[src/rtl/seg7_pkg.sv]
// Shared definitions for the 7-segment scan capture path.
// Contents:
//   GLYPH_TABLE       - active-high gfedcba pattern for each hex nibble 0..F
//   BLANK_GLYPH       - all-segments-off pattern
//   state_t           - capture state machine encoding
//   sel_index_t       - decoded digit select {valid, index}
//   onehot_low_index  - finds the single low bit of an active-low select bus
package seg7_pkg;

  // Widest select bus the index helper handles; callers pad unused bits with 1.
  localparam int MAX_DIG = 32;

  localparam logic [6:0] BLANK_GLYPH = 7'b0000000;

  // Index = nibble value, entry = active-high segment pattern (bit0=a .. bit6=g).
  localparam logic [6:0] GLYPH_TABLE [16] = '{
    7'b0111111, 7'b0000110, 7'b1011011, 7'b1001111,
    7'b1100110, 7'b1101101, 7'b1111101, 7'b0000111,
    7'b1111111, 7'b1101111, 7'b1110111, 7'b1111100,
    7'b0111001, 7'b1011110, 7'b1111001, 7'b1110001
  };

  typedef enum logic [1:0] {
    SETTLE,
    CAPTURE,
    LOCKED
  } state_t;

  typedef struct packed {
    logic       valid;
    logic [4:0] index;
  } sel_index_t;

  // valid is set only when exactly one bit of sel_n is low.
  function automatic sel_index_t onehot_low_index(input logic [MAX_DIG-1:0] sel_n);
    sel_index_t  r;
    int unsigned zeros;
    r     = '0;
    zeros = 0;
    for (int i = 0; i < MAX_DIG; i++) begin
      if (!sel_n[i]) begin
        zeros++;
        r.index = 5'(i);
      end
    end
    r.valid = (zeros == 1);
    return r;
  endfunction

endpackage

[src/rtl/seg7_glyph_decode.sv]
// Combinational 7-segment glyph decoder.
// Ports:
//   pattern - active-high segment pattern, bit0=a .. bit6=g
//   nibble  - decoded hex value (0 when blank or unrecognised)
//   blank   - pattern had every segment off
//   err     - pattern is neither a hex glyph nor blank
module seg7_glyph_decode
  import seg7_pkg::*;
(
  input  logic [6:0] pattern,
  output logic [3:0] nibble,
  output logic       blank,
  output logic       err
);

  always_comb begin
    // NOTE: every output gets a value before any branch so no path can leave
    // one unassigned, which would otherwise infer a latch.
    nibble = 4'h0;
    blank  = 1'b0;
    err    = 1'b1;
    if (pattern == BLANK_GLYPH) begin
      blank = 1'b1;
      err   = 1'b0;
    end else begin
      for (int i = 0; i < 16; i++) begin
        if (pattern == GLYPH_TABLE[i]) begin
          nibble = 4'(i);
          err    = 1'b0;
        end
      end
    end
  end

endmodule

[src/rtl/seg7_scan_capture.sv]
// Samples a multiplexed active-low 7-segment bus, decodes each stable glyph
// back to a hex nibble and assembles one nibble per digit into a frame word
// handed out over a valid/ready interface.
// Ports:
//   clk, rst_n    - clock, asynchronous active-low reset
//   seg_n         - segment lines, active-low, bit0=a .. bit6=g
//   dig_sel_n     - per-digit enables, active-low, one-hot-low when valid
//   out_data      - captured frame, digit i in bits [4i+3:4i]
//   out_blank     - per-digit all-off flag
//   out_err       - per-digit unrecognised-glyph flag
//   out_valid     - frame available; held until out_valid && out_ready
//   out_ready     - consumer accepts the frame
//   overrun       - sticky: a completed frame was dropped (reset clears)
//   timeout_pulse - one-cycle pulse when a partial frame is discarded
module seg7_scan_capture
  import seg7_pkg::*;
#(
  parameter int NDIG        = 8,
  parameter int STABLE_CYC  = 4,
  parameter int TIMEOUT_CYC = 4096
) (
  input  logic              clk,
  input  logic              rst_n,
  input  logic [6:0]        seg_n,
  input  logic [NDIG-1:0]   dig_sel_n,
  output logic [4*NDIG-1:0] out_data,
  output logic [NDIG-1:0]   out_blank,
  output logic [NDIG-1:0]   out_err,
  output logic              out_valid,
  input  logic              out_ready,
  output logic              overrun,
  output logic              timeout_pulse
);

  // Input stage (_q) and its one-cycle-older copy (_d) used for change detect.
  logic [6:0]      seg_q, seg_d;
  logic [NDIG-1:0] sel_q, sel_d;

  always_ff @(posedge clk or negedge rst_n) begin
    // NOTE: sequential state uses non-blocking assignments so every register
    // samples the pre-edge value of the others, independent of statement order.
    if (!rst_n) begin
      seg_q <= '1;
      seg_d <= '1;
      sel_q <= '1;
      sel_d <= '1;
    end else begin
      seg_q <= seg_n;
      seg_d <= seg_q;
      sel_q <= dig_sel_n;
      sel_d <= sel_q;
    end
  end

  logic [MAX_DIG-1:0] sel_pad;
  sel_index_t         sel_now;
  logic               changed;

  always_comb begin
    sel_pad             = '1;
    sel_pad[NDIG-1:0]   = sel_q;
  end

  assign sel_now = onehot_low_index(sel_pad);
  assign changed = (sel_q != sel_d) || (seg_q != seg_d);

  // Stability state machine.
  state_t     state;
  logic [7:0] stab_cnt;
  logic [7:0] stab_next;
  logic [4:0] cap_idx;
  logic       capture;

  assign stab_next = changed ? 8'd1 : stab_cnt + 8'd1;
  assign capture   = (state == CAPTURE);

  always_ff @(posedge clk or negedge rst_n) begin
    if (!rst_n) begin
      state    <= SETTLE;
      stab_cnt <= '0;
      cap_idx  <= '0;
    end else if (!sel_now.valid) begin
      state    <= SETTLE;
      stab_cnt <= '0;
    end else begin
      case (state)
        SETTLE: begin
          stab_cnt <= stab_next;
          if (stab_next >= 8'(STABLE_CYC)) begin
            state   <= CAPTURE;
            cap_idx <= sel_now.index;
          end
        end
        // The glyph written in CAPTURE is the delayed copy, i.e. the value that
        // was stable; a change arriving in this very cycle restarts settling.
        CAPTURE: begin
          if (changed) begin
            state    <= SETTLE;
            stab_cnt <= 8'd1;
          end else begin
            state <= LOCKED;
          end
        end
        LOCKED: begin
          if (changed) begin
            state    <= SETTLE;
            stab_cnt <= 8'd1;
          end
        end
        default: state <= SETTLE;
      endcase
    end
  end

  logic [3:0] dec_nibble;
  logic       dec_blank;
  logic       dec_err;

  seg7_glyph_decode u_decode (
    .pattern (~seg_d),
    .nibble  (dec_nibble),
    .blank   (dec_blank),
    .err     (dec_err)
  );

  // Frame assembly.
  logic [NDIG-1:0]   mask, mask_next, cap_bit;
  logic [4*NDIG-1:0] frame_data, data_next;
  logic [NDIG-1:0]   frame_blank, blank_next;
  logic [NDIG-1:0]   frame_err, err_next;
  logic              frame_done;
  logic [15:0]       to_cnt, to_inc;
  logic              to_hit;

  always_comb begin
    cap_bit    = '0;
    for (int i = 0; i < NDIG; i++) begin
      cap_bit[i] = capture && (cap_idx == 5'(i));
    end
    mask_next  = mask | cap_bit;
    data_next  = frame_data;
    blank_next = frame_blank;
    err_next   = frame_err;
    for (int i = 0; i < NDIG; i++) begin
      if (cap_bit[i]) begin
        data_next[4*i +: 4] = dec_nibble;
        blank_next[i]       = dec_blank;
        err_next[i]         = dec_err;
      end
    end
  end

  assign frame_done = capture && (&mask_next);
  assign to_inc     = to_cnt + 16'd1;
  assign to_hit     = (mask != '0) && !capture && (to_inc == 16'(TIMEOUT_CYC));

  always_ff @(posedge clk or negedge rst_n) begin
    // NOTE: the slot buffer is reset along with the control state; it is only
    // NDIG entries wide, and resetting it keeps out_data deterministic.
    if (!rst_n) begin
      mask          <= '0;
      frame_data    <= '0;
      frame_blank   <= '0;
      frame_err     <= '0;
      to_cnt        <= '0;
      timeout_pulse <= 1'b0;
      out_data      <= '0;
      out_blank     <= '0;
      out_err       <= '0;
      out_valid     <= 1'b0;
      overrun       <= 1'b0;
    end else begin
      timeout_pulse <= 1'b0;
      frame_data    <= data_next;
      frame_blank   <= blank_next;
      frame_err     <= err_next;

      if (capture || to_hit) begin
        to_cnt <= '0;
      end else if (mask != '0) begin
        to_cnt <= to_inc;
      end

      if (to_hit) begin
        mask          <= '0;
        timeout_pulse <= 1'b1;
      end else if (frame_done) begin
        mask <= '0;
      end else begin
        mask <= mask_next;
      end

      // A completed frame loads only if the output slot is free or being
      // drained this same cycle; otherwise it is dropped and flagged.
      if (frame_done && (!out_valid || out_ready)) begin
        out_data  <= data_next;
        out_blank <= blank_next;
        out_err   <= err_next;
        out_valid <= 1'b1;
      end else begin
        if (frame_done) begin
          overrun <= 1'b1;
        end
        if (out_valid && out_ready) begin
          out_valid <= 1'b0;
        end
      end
    end
  end

endmodule

[config.mk]
export PLATFORM = sky130hd
export DESIGN_NAME = seg7_scan_capture
export DESIGN_NICKNAME = d
export VERILOG_FILES = /design/src/rtl/seg7_pkg.sv /design/src/rtl/seg7_glyph_decode.sv /design/src/rtl/seg7_scan_capture.sv
export SDC_FILE = /design/constraint.sdc
export NUM_CORES = 1
export LEC_CHECK = 0
export BUFFER_PORTS_ARGS = -buffer_cell sky130_fd_sc_hd__buf_2
export CAP_MARGIN = 20
export CORE_MARGIN = 10
export CORE_UTILIZATION = 60
export DETAILED_ROUTE_END_ITERATION = 16
export GPL_ROUTABILITY_DRIVEN = 0
export PLACE_DENSITY = 0.79
export SKIP_CTS_REPAIR_TIMING = 1
export SLEW_MARGIN = 20
export SYNTH_ARGS = -nofsm -noshare
export SYNTH_HDL_FRONTEND = slang
export SYNTH_SLANG_ARGS = --single-unit
export TNS_END_PERCENT = 1
[constraint.sdc]
create_clock -name clk -period 6.55 [get_ports clk]
set_clock_uncertainty 0.15 [all_clocks]
set_input_delay 0.3275 -clock clk [delete_from_list [all_inputs] [get_ports clk]]
set_output_delay 0.3275 -clock clk [all_outputs]
set_load 0.01 [all_outputs]
* After elaboration in Yosys (flattened, before gate mapping) *
Cells that the tools add are included.

cells by class
  $add $sub $neg = 9
  bitwise operators = 3
  $lt $le $gt $ge = 1
  reduce and logical (&&, ||, !) cells = 30
  equality and inequality tests = 33
  muxes and demuxes = 89

operator list
  operator                                                                 number
  32-bit by 1-bit adder with 32-bit output, second input constant          7
  32-bit two-way mux                                                       7
  7-bit equality test, second input constant                               12
  4-bit two-way mux                                                        17
  1-bit two-way mux                                                        40
  8-bit two-way mux                                                        5
  32-bit by 1-bit equality test with 1-bit output, second input constant   1
  16-bit two-way mux                                                       2
  5-bit two-way mux                                                        6
  5-bit by 3-bit equality test with 1-bit output, second input constant    4
  16-bit by 1-bit adder with 16-bit output, second input constant          1
  16-bit by 13-bit equality test with 1-bit output, second input constant  1
  8-bit case mux with 2 select lines                                       1
  7-bit by 3-bit equality test with 1-bit output, second input constant    2
  7-bit by 6-bit equality test with 1-bit output, second input constant    2
  1-bit logical AND                                                        13
  2-bit two-way mux                                                        6
  3-bit two-way mux                                                        4
  5-bit by 2-bit equality test with 1-bit output, second input constant    2
  8-bit by 1-bit adder with 8-bit output, second input constant            1
  8-bit by 3-bit >= comparator with 1-bit output, second input constant    1
  8-bit inequality test                                                    1
  8-bit OR                                                                 1
  8-bit AND reduction                                                      1
  other kinds (19)                                                         27

storage, ports and cells
  logic and storage cells = 183
  flip-flop bits (word level) = 168

* Depth between registers and ports, before layout *
Gate-level depths: netlist of run 1.

  word-level depth = 20
  gate-level depth with buffers = 21
  mapped depth without buffers = 21

* By module *
Synthesis of run 1 repeated with hierarchy kept, for this count alone.

unflattened totals
  cells, all modules = 675
  area total of the unflattened synthesis = 7941.4 µm²

modules (own cells, without submodules)
  module             cells an instance  area an instance (µm²)  times used  sequential area each (µm²)
  seg7_scan_capture  619                7543.5                  1           4191.5
  seg7_glyph_decode  56                 397.9                   1           0.0

* Worst setup path after synthesis of run 1 *
Ideal clock, no wire load.

  path kind = register -> register
  start point = reg sel_q[1]
  end point = reg cap_idx[0]
  cell stages (with the launch flop) = 22
  path buffers = 0
  setup time = 0.125 ns
  slack = 1.322 ns
  data arrival time = 4.953 ns
  clock period less this slack = 5.228 ns
  required time = 6.275 ns
  path through = dfstp_2 inv_1 ha_1 xor2_1 inv_1 ha_1 nor2_1 a31oi_1 ha_1 nand2b_1 nand2_1 ha_1 o221a_2 ha_1 mux2_2 ha_1 nand2b_1 xnor2_1 a211o_1 a211o_1 a2111oi_4 mux2_2

between the ends
  word-level cells in the longest chain between the ends = 15
  elaborated cells between the ends (all ways) = 26
  those cells by class = add/sub: 6; order compare: 1; eq/ne: 2; mux: 15; reduce/logical: 2

ends and longest elaborated chain
  element                                          RTL line                 RTL
  start: declaration                               seg7_scan_capture.sv:37  logic [NDIG-1:0] sel_q, sel_d;
  start signal: assignment                         seg7_scan_capture.sv:50  sel_q <= dig_sel_n;
  32-bit two-way mux                               seg7_pkg.sv:41           if (!sel_n[i]) begin
  32-bit by 1-bit adder with 32-bit output         seg7_pkg.sv:42           zeros++;
  32-bit two-way mux                               seg7_pkg.sv:41
  32-bit by 1-bit adder with 32-bit output         seg7_pkg.sv:42
  32-bit two-way mux                               seg7_pkg.sv:41
  32-bit by 1-bit adder with 32-bit output         seg7_pkg.sv:42
  32-bit two-way mux                               seg7_pkg.sv:41
  32-bit by 1-bit adder with 32-bit output         seg7_pkg.sv:42
  32-bit two-way mux                               seg7_pkg.sv:41
  32-bit by 1-bit adder with 32-bit output         seg7_pkg.sv:42
  32-bit two-way mux                               seg7_pkg.sv:41
  32-bit by 1-bit adder with 32-bit output         seg7_pkg.sv:42
  32-bit two-way mux                               seg7_pkg.sv:41
  32-bit by 1-bit equality test with 1-bit output  seg7_pkg.sv:46           r.valid = (zeros == 1);
  3-bit AND reduction (no source line)             -
  end signal: assignment                           seg7_scan_capture.sv:91  cap_idx <= sel_now.index;
  end: declaration                                 seg7_scan_capture.sv:71  logic [4:0] cap_idx;

Parallel ways exist; a longest one is shown, timed or not.
A chain may end at the register's enable or synchronous reset.

* Final worst setup path of run 1 *
Same ends and word-level chain as after synthesis.

==> summary.txt, run 1 <==
Hold slack final -> 0.149 ns
Largest net degree at the start of global routing -> 93
Number of buffers added on ports -> 68
Fin. max-slew vios -> 0
Drc violations -> 0
Post-synthesis cell type count -> 57
Drt pass-1 iters -> 5
GR Overflow Total -> 0
Initial Util -> 0.613
Initial antenna violation count -> 0
Final setup viols -> 0
Final worst-path cycle share -> 0.867
Top Ports -> 69
Comb power frac -> 0.073
Startpoint Class -> flop
Simple-Gate Fraction of Synth Area -> 0.151
CTS tree -> yes
DRT iter0 DRCs -> 343
Critical path arrival -> 5.84 ns
CP endpoint kind -> flop
Area of the core -> 12600 sq um
Worst Path Required -> 6.71 ns
Register Area -> 4190 sq um
Syn_nets -> 745
Pwr/cell area -> 254 nW/um^2
YS warnings -> 0
Drt wl/cell -> 17.6 um
Largest family of logic cells by synthesized area -> simple AND/OR/NAND/NOR gates
XOR/XNOR Fraction of Synth Area -> 0.0618
Tmin final -> 5.68 ns
Post-DP HPWL -> 11000 um
EDFF count, synth -> 0
FP Rows -> 41
Top Registers -> frame_data: 32 flops, out_data: 32 flops, to_cnt: 16 flops
Place WS -> 0.955 ns
Slew margin rel. -> 0.416
Syn Area/Cell -> 10.8 sq um
Adder-Cell Fraction of Synth Area -> 0.0227
Bufs on Longest Clock Path -> 2
Num Clock Sinks -> 166
Total Negative Setup Slacks -> 0 ns
Layout cell share with drive strength beyond 1 -> 0.253
Skew-Pair Late Insertion Delay -> 0.43 ns
Critical path class -> reg -> reg
# diodes -> 0
H-tree depth -> 4
Clk network pwr share -> 0.456
Sequential area share after synthesis -> 0.542
Synth Register Bits -> 166
DR vias -> 5507
Switching power -> 0.000529 W
Hold path cells -> 3
Reg power frac -> 0.471
Lkg Pwr -> 4.26 nW
Area grow syn2layout -> 15.2%
RSZ-0062 raised after global routing -> false
Full die area -> 17800 sq um
Int Power -> 0.00174 W
Mux contribution to synthesized area -> 0.0851
First-pass GRT wire length -> 28000 um
CP max FO -> 5
WL final -> 16900 um
Setup slack after layout -> 0.874 ns
Max_cap viols -> 0
Fill count -> 908
Measured slew at the worst slew-check pin -> 0.876 ns
Multi-input logic area -> 3300 sq um
Die width -> 134 um
Die height -> 134 um
Peak supply drop -> 0.000174 V
Final Hold Violating Endpoints -> 0
Number of global-route vias before repair -> 5586
Top FF cell, synth -> dfrtp_1
Max Freq -> 176 MHz
Via density -> 5.75
Post-layout net count -> 805
Hold Path Class -> in -> reg
Total CTS buffers -> 17
DRT antenna net count -> 0
Mapped Area -> 7730 sq um
Synth async-reset ratio -> 1.00
Outcome -> finished clean
Cell count after synthesis -> 713
Clk pin slew, worst setup/hold paths -> 0.07 ns
R2R cell count -> 21
Gr usage total -> 0.192
Root Buffer -> clkbuf_16
Sw Ratio -> 0.234
Compound-Gate Fraction of Synth Area -> 0.106
[cells in the final DEF (no fill, tap or decap), types with 4 or more instances in the layout]
cell type      synthesis  routed
a211o_1                5       5
a21oi_1               19      19
a22oi_1                7       7
a31oi_1                6       6
and2_1                10      10
and3_1                 5       5
buf_2                  5      67
clkbuf_16              0      17
dfrtp_1              136     136
dfstp_2               30      30
dlygate4sd3_1          0      16
ha_1                  14      14
inv_1                 14      14
inv_6                  0       4
mux2_2                54      54
mux2i_1                5       5
nand2_1               83      83
nand2b_1              13      12
nand3_1               19      19
nand4_1               13      13
nor2_1                36      36
nor2b_1               12      12
nor3_1                 9       9
nor4_1                 8       8
o211ai_1               6       6
o21ai_0               59      59
o21bai_1               4       4
or2_2                  4       4
xnor2_1               34      34
xor2_1                15      15
[per-layer routing]
layer	track usage	vias to the layer above	part of all wire
li1	-	2595	-
met1	0.234	2760	0.44
met2	0.319	121	0.50
met3	0.0526	31	0.040
met4	0.0695	0	0.020
met5	0	-	0
[logic make-up (layout without fill, tap and decap cells)]
logic type	after synthesis	in the layout
AOI/OAI and AO/OA	130	130
xor gates and xnor gates	51	51
adders and majority gates	14	14
buffers and inverters	60	133
DFF	166	166
muxes	59	59
and+or+nand+nor	233	233
[worst paths after layout]
kind	from	endpoint	slack, ns
max reg2reg	sel_q[1]	cap_idx[0]	0.87
min reg2reg	seg_q[6]	seg_d[6]	0.22
max	sel_q[1]	cap_idx[0]	0.87
min in group asynchronous	rst_n	to_cnt[10]	0.33
min	out_ready	out_valid	0.15
max in group asynchronous	rst_n	mask[0]	4.69
[final cells by class]
type / count / area share
Clock inverter: 13 / 0.0191
Inverter: 14 / 0.00590
Multi-Input combinational cell: 487 / 0.371
Clock buffer: 19 / 0.0497
Tap cell: 172 / 0.0242
Timing Repair Buffer: 87 / 0.0598
Sequential cell: 166 / 0.471
[synthesized netlist by cell type (all sizes together) (5+ instances only)]
library cell,n,share of area
and3,5,0.0040
buf,7,0.0061
clkbuf,39,0.019
nand3,19,0.012
nor2,36,0.017
nand4,13,0.011
o21ai,59,0.038
xnor2,34,0.039
nor2b,13,0.011
a31oi,6,0.0049
dfstp,30,0.10
nand2b,13,0.011
mux2i,5,0.0065
nor3,9,0.0058
xor2,15,0.017
a211o,5,0.0057
nor4,8,0.0065
o211ai,6,0.0058
dfrtp,136,0.44
and2,12,0.0097
nand2,83,0.040
inv,14,0.0068
a21oi,19,0.012
or2,5,0.0040
mux2,54,0.079
a22oi,7,0.0068
ha,14,0.023
[power by group through the flow]
stage / clock, W / sequential [W] / combinational, W
3_3_place_gp: 0 / 0.00108 / 0.000147
6_report: 0.00103 / 0.00107 / 0.000164
3_5_place_dp: 0 / 0.00108 / 0.000157
2_1_floorplan: 0 / 0.00107 / 0.000118
5_1_grt: 0.00109 / 0.00107 / 0.000185
4_1_cts: 0.00105 / 0.00107 / 0.000157
[critical path, stage by stage (launching register included)]
cell and delay [ns]:
dfstp_2 0.56, inv_1 0.06, ha_1 0.37, xor2_1 0.28, inv_1 0.11, ha_1 0.32
nor2_1 0.05, a31oi_1 0.27, ha_1 0.31, nand2b_1 0.12, nand2_1 0.07, ha_1 0.27
o221a_2 0.31, ha_1 0.30, mux2_2 0.27, ha_1 0.19, nand2b_1 0.12, xnor2_1 0.10
a211o_1 0.23, a211o_1 0.30, a2111oi_4 0.43, mux2_2 0.38
[per-stage QoR]
step	instance area [sq um]	cells	total power, W	util
finish	8910	958	0.00226	0.706
global route	8910	958	0.00234	0.706
CTS	8740	942	0.00227	0.693
detailed placement	8130	910	0.00124	0.644
global placement	8130	910	0.00123	0.644
floorplan	7730	713	0.00119	-
Note: power is estimated with default switching activity, not from simulation.
==> run 2, diff against run 1 <==
RECOVER_POWER = 25   (was not set)
==> summary.txt, run 2 (synthesized netlist as in run 1, its figures left out) <==
Outcome -> complete, but fails checks (was finished clean)
Failing checks -> capacitance limit, slew limit
Slew margin rel. -> -1.61 (was 0.416)
Critical path class -> reg -> reg (unchanged)
Final Hold Violating Endpoints -> 0 (unchanged)
Reg2reg end -> cap_idx[0] (unchanged)
Die height -> 134 um (unchanged)
Startpoint Class -> flop (unchanged)
FP Rows -> 41 (unchanged)
R2R cell count -> 21 (unchanged)
Hold Path End -> out_valid (unchanged)
Top Registers -> frame_data: 32 flops, out_data: 32 flops, to_cnt: 16 flops (unchanged)
DRT iter0 DRCs -> 349 (was 343)
Area of the core -> 12600 sq um (unchanged)
Fin. max-slew vios -> 76 (was 0)
Max_cap viols -> 1 (was 0)
Top Ports -> 69 (unchanged)
Measured slew at the worst slew-check pin -> 3.92 ns (was 0.876 ns)
Worst Path Required -> 6.72 ns (was 6.71 ns)
Bufs on Longest Clock Path -> 2 (unchanged)
Drt wl/cell -> 17.6 um (about the same)
Via density -> 5.77 (was 5.75)
Gr usage total -> 0.192 (unchanged)
DR vias -> 5527 (was 5507)
Post-layout net count -> 805 (unchanged)
Setup slack after layout -> 0.844 ns (was 0.874 ns)
Total Negative Setup Slacks -> 0 ns (unchanged)
Crit path depth -> 21 (unchanged)
First-pass GRT wire length -> 28000 um (unchanged)
Most frequent cells in the layout -> dfrtp_1, nand2_1, buf_2 (unchanged)
Final setup viols -> 0 (unchanged)
Number of global-route vias before repair -> 5586 (unchanged)
Critical path arrival -> 5.87 ns (was 5.84 ns)
Hold Path Class -> in -> reg (unchanged)
Placement-stage cell area -> 8130 sq um (unchanged)
Max incr delay on CP -> 0.58 ns (was 0.56 ns)
Initial Util -> 0.613 (unchanged)
Area grow syn2layout -> 15.1% (was 15.2%)
Full die area -> 17800 sq um (unchanged)
CP max FO -> 5 (unchanged)
R2R Setup Slk -> 0.84 ns (was 0.87 ns)
Skew-Pair Late Insertion Delay -> 0.44 ns (was 0.43 ns)
RSZ-0062 raised after global routing -> false (unchanged)
Place WS -> 0.955 ns (unchanged)
Total CTS buffers -> 17 (unchanged)
Layout cell share with drive strength beyond 1 -> 0.233 (was 0.253)
Post-route cell area -> 8900 sq um (was 8910 sq um)
Fill count -> 910 (was 908)
# diodes -> 0 (unchanged)
CTS tree -> yes (unchanged)
Critical-path cell list -> inv_1, ha_1, xor2_1, inv_1, ha_1, nor2_1, a31oi_1, ha_1, nand2b_1, nand2_1, ha_1, o221a_2, ha_1, mux2_2, ha_1, nand2b_1, xnor2_1, a211o_1, a211o_1, a2111oi_4, mux2_2 (unchanged)
Worst path most repeated cell -> ha_1 (unchanged)
Hold path cells -> 3 (unchanged)
Die width -> 134 um (unchanged)
Commonest non-fill, non-tap cell in the layout -> dfrtp_1 (unchanged)
Initial antenna violation count -> 0 (unchanged)
Max Freq -> 175 MHz (was 176 MHz)
Worst hold path startpoint -> out_ready (unchanged)
Num Clock Sinks -> 166 (unchanged)
Post-DP HPWL -> 11000 um (unchanged)
Tmin final -> 5.71 ns (was 5.68 ns)
Drc violations -> 0 (unchanged)
RR Startpoint -> sel_q[1] (unchanged)
Root Buffer -> clkbuf_16 (unchanged)
DRT antenna net count -> 0 (unchanged)
Lkg Pwr -> 4.24 nW (was 4.26 nW)
Hold slack final -> 0.150 ns (was 0.149 ns)
Clk pin slew, worst setup/hold paths -> 0.06 ns (was 0.07 ns)
WL final -> 16900 um (about the same)
Number of buffers added on ports -> 68 (unchanged)
Peak supply drop -> 0.000174 V (about the same)
GR Overflow Total -> 0 (unchanged)
Slowest-stage cell, CP -> dfstp_1 (was dfstp_2)
Buffers & Inverters on Critical Path -> 2 (unchanged)
Largest net degree at the start of global routing -> 93 (unchanged)
Pwr/cell area -> 254 nW/um^2 (about the same)
Final worst-path cycle share -> 0.871 (was 0.867)
CP endpoint kind -> flop (unchanged)
Drt pass-1 iters -> 5 (unchanged)
H-tree depth -> 4 (unchanged)
Critical path's top delay family -> adder cells (unchanged)
[run 2: routing by layer]
layer	share of wire	global-route usage	vias to the layer above
li1	-	-	2592
met1	0.43	0.234	2784
met2	0.51	0.319	118
met3	0.037	0.0526	33
met4	0.020	0.0695	0
met5	0	0	-
[run 2: tightest hold or removal path, cell delays in order]
cell and delay, ns:
buf_2 0.07, nand2b_1 0.21, nand2_1 0.07
[run 2: power breakdown]
part	switching [W]	internal [W]	leakage, nW
registers	0.0000222	0.00104	2.21
clock network	0.000416	0.000616	0.297
logic	0.0000900	0.0000736	1.74
total	0.000528	0.00173	4.24
[run 2: per-stage QoR]
step | cells | power, W | util
finish | 958 | 0.00226 | 0.705
global route | 958 | 0.00234 | 0.705
CTS | 942 | 0.00227 | 0.693
detailed placement | 910 | 0.00124 | 0.644
global placement | 910 | 0.00123 | 0.644
floorplan | 713 | 0.00119 | -
[run 2: cell type report]
| class | count | area [sq um] | share of cell area |
|---|---|---|---|
| Tap cell | 172 | 215 | 0.0242 |
| Clock inverter | 13 | 170 | 0.0191 |
| Sequential cell | 166 | 4190 | 0.471 |
| Timing Repair Buffer | 87 | 526 | 0.0590 |
| Clock buffer | 19 | 443 | 0.0498 |
| Multi-Input combinational cell | 487 | 3300 | 0.371 |
| Inverter | 14 | 52.6 | 0.00590 |
[run 2: worst max-delay path by stage]
| stage | startpoint | endpoint | slack, ns |
|---|---|---|---|
| floorplan | sel_q[1] | cap_idx[0] | 1.32 |
| global placement | sel_q[1] | cap_idx[1] | 1.15 |
| detailed placement | sel_q[1] | cap_idx[0] | 0.96 |
| CTS | sel_q[1] | cap_idx[0] | 0.92 |
| global route | sel_q[1] | stab_cnt[7] | 0.41 |
| finish | sel_q[1] | cap_idx[0] | 0.84 |
